`config.mk`:
```
export PLATFORM = sky130hd
export DESIGN_NAME = pb_port_master
export DESIGN_NICKNAME = d
export VERILOG_FILES = /design/src/rtl/pb_port_master.sv
export SDC_FILE = /design/constraint.sdc
export NUM_CORES = 1
export LEC_CHECK = 0
export ABC_AREA = 1
export CAP_MARGIN = 20
export CORE_MARGIN = 1.5
export CORE_UTILIZATION = 60
export CTS_BUF_LIST = sky130_fd_sc_hd__clkbuf_2
export DETAILED_ROUTE_END_ITERATION = 8
export PLACE_DENSITY = 0.86
export SETUP_SLACK_MARGIN = 0.3
export SKIP_CTS_REPAIR_TIMING = 1
export SYNTH_ARGS = -nofsm -noshare
export SYNTH_HDL_FRONTEND = slang
export SYNTH_SLANG_ARGS = --single-unit
```
`constraint.sdc`:
```
create_clock -name sysclk -period 4 [get_ports sysclk]
set_input_delay 0.8 -clock sysclk [delete_from_list [all_inputs] [get_ports sysclk]]
set_output_delay 0.8 -clock sysclk [all_outputs]
set_load 0.005 [all_outputs]
```
`src/rtl/pb_port_master.sv`:
```
// KCPSM6-style I/O port bus initiator: queued OUTPUT/INPUT commands issued with
// two-cycle bus timing, read data returned on a response strobe, interrupts acked between transactions.
module pb_port_master #(
    parameter int FIFO_DEPTH = 4,
    parameter int GAP_CYCLES = 0
) (
    input  logic       sysclk,
    input  logic       sysreset,
    input  logic       cmd_valid,
    output logic       cmd_ready,
    input  logic       cmd_write,
    input  logic [7:0] cmd_port,
    input  logic [7:0] cmd_wdata,
    output logic       rsp_valid,
    output logic [7:0] rsp_port,
    output logic [7:0] rsp_rdata,
    output logic [7:0] port_id,
    output logic [7:0] out_port,
    output logic       write_strobe,
    output logic       read_strobe,
    input  logic [7:0] in_port,
    input  logic       interrupt,
    output logic       interrupt_ack,
    output logic       busy,
    output logic [7:0] int_count
);

    localparam int AW = $clog2(FIFO_DEPTH);
    localparam int CW = AW + 1;
    localparam logic [CW-1:0] COUNT_FULL = CW'(FIFO_DEPTH);
    localparam bit GAP_EN = (GAP_CYCLES > 0);
    localparam logic [3:0] GAP_LOAD = (GAP_CYCLES > 0) ? 4'(GAP_CYCLES - 1) : 4'd0;

    typedef enum logic [2:0] {
        ST_IDLE   = 3'd0,
        ST_ADDR   = 3'd1,
        ST_STRB   = 3'd2,
        ST_GAP    = 3'd3,
        ST_INTACK = 3'd4
    } state_t;

    logic [16:0]   mem_r [FIFO_DEPTH];
    logic [AW-1:0] wr_ptr_r;
    logic [AW-1:0] rd_ptr_r;
    logic [CW-1:0] count_r;
    state_t        state_r;
    logic          int_armed_r;
    logic [3:0]    gap_cnt_r;
    logic          cur_write_r;
    logic [7:0]    port_id_r;
    logic [7:0]    out_port_r;
    logic          write_strobe_r;
    logic          read_strobe_r;
    logic          rsp_valid_r;
    logic [7:0]    rsp_port_r;
    logic [7:0]    rsp_rdata_r;
    logic          int_ack_r;
    logic [7:0]    int_count_r;

    logic          push_s;
    logic          pop_s;
    logic          int_req_s;
    logic [16:0]   head_s;

    assign push_s    = cmd_valid && (count_r != COUNT_FULL);
    assign int_req_s = interrupt && int_armed_r;
    assign head_s    = mem_r[rd_ptr_r];

    // Pop decision: only from IDLE or a back-to-back STRB, and never while an ack is due.
    always_comb begin
        pop_s = 1'b0;
        case (state_r)
            ST_IDLE: pop_s = !int_req_s && (count_r != '0);
            ST_STRB: pop_s = !GAP_EN && !int_req_s && (count_r != '0);
            default: pop_s = 1'b0;
        endcase
    end

    // Command storage; entries are {write, port, wdata}.
    always_ff @(posedge sysclk) begin
        if (push_s) begin
            mem_r[wr_ptr_r] <= {cmd_write, cmd_port, cmd_wdata};
        end
    end

    // FIFO pointers and occupancy.
    always_ff @(posedge sysclk or posedge sysreset) begin
        if (sysreset) begin
            wr_ptr_r <= '0;
            rd_ptr_r <= '0;
            count_r  <= '0;
        end else begin
            if (push_s) begin
                wr_ptr_r <= wr_ptr_r + AW'(1);
            end
            if (pop_s) begin
                rd_ptr_r <= rd_ptr_r + AW'(1);
            end
            case ({push_s, pop_s})
                2'b10:   count_r <= count_r + CW'(1);
                2'b01:   count_r <= count_r - CW'(1);
                default: count_r <= count_r;
            endcase
        end
    end

    // Bus sequencer with registered bus, response and interrupt outputs.
    always_ff @(posedge sysclk or posedge sysreset) begin
        if (sysreset) begin
            state_r        <= ST_IDLE;
            int_armed_r    <= 1'b1;
            gap_cnt_r      <= 4'd0;
            cur_write_r    <= 1'b0;
            port_id_r      <= 8'h00;
            out_port_r     <= 8'h00;
            write_strobe_r <= 1'b0;
            read_strobe_r  <= 1'b0;
            rsp_valid_r    <= 1'b0;
            rsp_port_r     <= 8'h00;
            rsp_rdata_r    <= 8'h00;
            int_ack_r      <= 1'b0;
            int_count_r    <= 8'h00;
        end else begin
            write_strobe_r <= 1'b0;
            read_strobe_r  <= 1'b0;
            rsp_valid_r    <= 1'b0;
            int_ack_r      <= 1'b0;
            // Re-arm on any low sample so each high episode is acked once.
            if (!interrupt) begin
                int_armed_r <= 1'b1;
            end
            case (state_r)
                ST_IDLE: begin
                    if (int_req_s) begin
                        state_r     <= ST_INTACK;
                        int_ack_r   <= 1'b1;
                        int_count_r <= int_count_r + 8'd1;
                        int_armed_r <= 1'b0;
                    end else if (pop_s) begin
                        state_r     <= ST_ADDR;
                        cur_write_r <= head_s[16];
                        port_id_r   <= head_s[15:8];
                        if (head_s[16]) begin
                            out_port_r <= head_s[7:0];
                        end
                    end else begin
                        state_r <= ST_IDLE;
                    end
                end
                ST_ADDR: begin
                    state_r        <= ST_STRB;
                    write_strobe_r <= cur_write_r;
                    read_strobe_r  <= !cur_write_r;
                end
                ST_STRB: begin
                    if (!cur_write_r) begin
                        rsp_valid_r <= 1'b1;
                        rsp_port_r  <= port_id_r;
                        rsp_rdata_r <= in_port;
                    end
                    if (GAP_EN) begin
                        state_r   <= ST_GAP;
                        gap_cnt_r <= GAP_LOAD;
                    end else if (int_req_s) begin
                        state_r     <= ST_INTACK;
                        int_ack_r   <= 1'b1;
                        int_count_r <= int_count_r + 8'd1;
                        int_armed_r <= 1'b0;
                    end else if (pop_s) begin
                        state_r     <= ST_ADDR;
                        cur_write_r <= head_s[16];
                        port_id_r   <= head_s[15:8];
                        if (head_s[16]) begin
                            out_port_r <= head_s[7:0];
                        end
                    end else begin
                        state_r <= ST_IDLE;
                    end
                end
                ST_GAP: begin
                    if (gap_cnt_r == 4'd0) begin
                        state_r <= ST_IDLE;
                    end else begin
                        gap_cnt_r <= gap_cnt_r - 4'd1;
                    end
                end
                ST_INTACK: begin
                    state_r <= ST_IDLE;
                end
                default: begin
                    state_r <= ST_IDLE;
                end
            endcase
        end
    end

    assign cmd_ready     = (count_r != COUNT_FULL);
    assign busy          = (state_r != ST_IDLE) || (count_r != '0);
    assign port_id       = port_id_r;
    assign out_port      = out_port_r;
    assign write_strobe  = write_strobe_r;
    assign read_strobe   = read_strobe_r;
    assign rsp_valid     = rsp_valid_r;
    assign rsp_port      = rsp_port_r;
    assign rsp_rdata     = rsp_rdata_r;
    assign interrupt_ack = int_ack_r;
    assign int_count     = int_count_r;

endmodule

```
==> impl_metrics.yaml <==
global_routing:
  track_usage: 0.247
  met3_usage: 0.0683
  grt_max_degree: 53
  grt_pass1_vias: 3916
  antenna_found_initial: 0
  grt_pass1_wl_microns: 18100
  grt_overflow: 0
  grt-busiest-layer: "met2"
  grtUsageMet2: 0.427
  grt_use_met1: 0.286
clocking:
  clock_sink_count: 128
  root_buffer: "clkbuf_2"
  numCtsBuffers: 17
  clockBufferDepth: 2
  clock_latency_ps: 650
  clk_pin_slew_ps: 180
  cts_tree: "done"
  h-tree-depth: 4
synthesis:
  synth_edf_count: 68
  synth_area_per_cell_sq_um: 10.4
  synth_ff_type: "edfxtp_1"
  synth-async-reset-ratio: 0.469
  syn_area_sq_um: 5350
  seq_area_frac_synth: 0.662
  synth_nets: 550
  synth_warnings: 0
  synthCells: 513
  synth-seq-cells: 128
  ys_types: 27
timing:
  fin_crit_sh: 0.707
  tightest_slew_ps: 748
  finalMaxSlewViolations: 0
  skew_ps: 21.1
  min_period_ps: 2830
  setup_viol: 0
  rsz0062_at_grt: "no"
  fmax_mhz: 353
  relSlewSlack: 0.501
  fin_setup_tns_ps: 0
  hold_viol_final: 0
detailed_routing:
  ant_nets: 0
  drc: 0
  drt_iter0_markers: 281
  viasPerCell: 5.32
  wire_per_inst_microns: 15.2
  vias: 3822
  drt_pre_antenna_iters: 6
  wirelength_microns: 11000
die:
  initial_utilization: 0.617
  die_w_microns: 97.5
  die_y_microns: 97.5
  core_area_sq_um: 8680
  die_area_sq_um: 9500
  rows: 34
  pin_count: 75
placed_design:
  place.gp.congestion: 0.820
  port_buffers: 74
  dp.final_hpwl_microns: 7150
  placed_area_sq_um: 6170
final_layout:
  nets: 635
  drive_above_1_share: 0.0900
  antenna-diode-count: 0
  stdcell_area_sq_um: 6400
  syn2layout_area_growth_pct: 19.6
outcome:
  status: "finished clean"
pwr:
  pwr_density_cell_nw_per_um2: 694
  p_leak_nw: 2.96
  ir_drop_v: 0.000285
  total_power_mw: 4.44
critical_path:
  timing.setup.critical_path_class: "flop to output port"
  cp.required_ps: 3200
  crit_fanout: 3
  endpoint_kind: "output port"
  cp.arrival_ps: 2030
  cp-start-kind: "flop"
flow_run:
  maxCapViolations: 0
hold_path:
  hold_path_class: "primary input to asynchronous set/reset pin"
[critical path: stages (launching register included)]
cell and delay (ps):
dfrtp_1 430, inv_1 130, nand3_1 130, inv_1 130, nand3_1 100, clkdlybuf4s50_1 460
[layout by cell type (no fill, tap or decap), types with 3 or more instances in the layout]
| cell | count |
|---|---|
| inv_2 | 4 |
| clkdlybuf4s50_1 | 74 |
| inv_1 | 73 |
| o21ai_1 | 4 |
| edfxtp_1 | 68 |
| o21ai_0 | 21 |
| nor2_1 | 15 |
| clkbuf_2 | 19 |
| a21oi_1 | 18 |
| nand2_1 | 162 |
| clkinv_2 | 7 |
| xor2_1 | 5 |
| buf_4 | 7 |
| ha_1 | 7 |
| xnor2_1 | 5 |
| nor2_4 | 3 |
| nand3_1 | 39 |
| nand2_2 | 4 |
| dfrtp_1 | 59 |
[synthesized netlist by cell type, types with 2 or more instances]
cell	n	share of area
nand2_1	162	0.11
inv_1	74	0.052
edfxtp_1	68	0.38
dfrtp_1	59	0.28
nand3_1	39	0.036
o21ai_0	21	0.020
a21oi_1	18	0.017
nor2_1	15	0.011
ha_1	7	0.016
buf_2	6	0.0056
buf_4	5	0.0070
xnor2_1	5	0.0082
xor2_1	5	0.0082
buf_6	4	0.0084
nand2_2	4	0.0047
o21ai_1	4	0.0037
inv_2	3	0.0021
nor2_4	3	0.0063
nand2_4	2	0.0042
nand3b_1	2	0.0028
[cells by family (layout without fill, tap and decap cells)]
logic type / Yosys count / count (layout) / share of synthesized area
AOI/OAI and AO/OA: 43 / 43 / 0.0402
buffers and inverters: 94 / 192 / 0.0767
DFF: 128 / 128 / 0.662
adders and majority gates: 8 / 8 / 0.0201
and+or+nand+nor: 230 / 230 / 0.185
xor gates and xnor gates: 10 / 10 / 0.0164
[layer usage]
layer / routed length, microns / up-vias
li1: - / 1806
met1: 4340 / 1829
met2: 5640 / 160
met3: 725 / 27
met4: 253 / 0
met5: 0 / -
[final cells by class]
type | instances | area (sq um)
multi-input cells | 291 | 1400
clock inverters | 13 | 121
well taps | 108 | 135
flip-flops and latches | 128 | 3540
inverters | 78 | 294
clock buffers | 19 | 95.1
repair buffers | 82 | 813
fillers | 609 | 2280
[report_power, final]
| part | internal, mW | switching (mW) | total, mW |
|---|---|---|---|
| Sequential | 1.79 | 0.239 | 2.03 |
| Clock | 0.280 | 0.450 | 0.731 |
| Combinational | 0.720 | 0.965 | 1.69 |
| Total | 2.79 | 1.65 | 4.44 |
[state kept, by name, indices dropped and copies added (netlist names), 2 cells and up]
signal     flops
rsp_rdata      8
mem_r         68
int_count      8
gap_cnt_r      4
wr_ptr_r       2
out_port       8
count_r        3
rsp_port       8
port_id        8
state_r        3
rd_ptr_r       2
[final timing paths]
path                                          from                        to  slack [ps]  cells past startpoint
setup / recovery            count_r[1]$_DFFE_PP0P_                      busy        1170                      5
min in group sysclk        cur_write_r$_DFFE_PP0P_     read_strobe$_DFF_PP0_         450                      1
hold / removal                            sysreset  rsp_rdata[1]$_DFFE_PP0P_         350                      2
hold reg to reg            cur_write_r$_DFFE_PP0P_     read_strobe$_DFF_PP0_         450                      1
max in group asynchronous                 sysreset    port_id[1]$_DFFE_PP0P_        2940                      4
setup reg to reg            state_r[2]$_DFFE_PP0N_    count_r[2]$_DFFE_PP0P_        1630                     10
[per-stage QoR]
step / worst slack, ps / hold slack, ps / instances / util
detailed placement: 864 / 427 / 686 / 0.710
global placement: 1000 / 412 / 686 / 0.710
finish: 1170 / 350 / 719 / 0.738
CTS: 1160 / 448 / 718 / 0.735
floorplan: 1630 / 403 / 513 / -
global route: 1070 / 308 / 719 / 0.738
(Power assumes the default switching activity.)
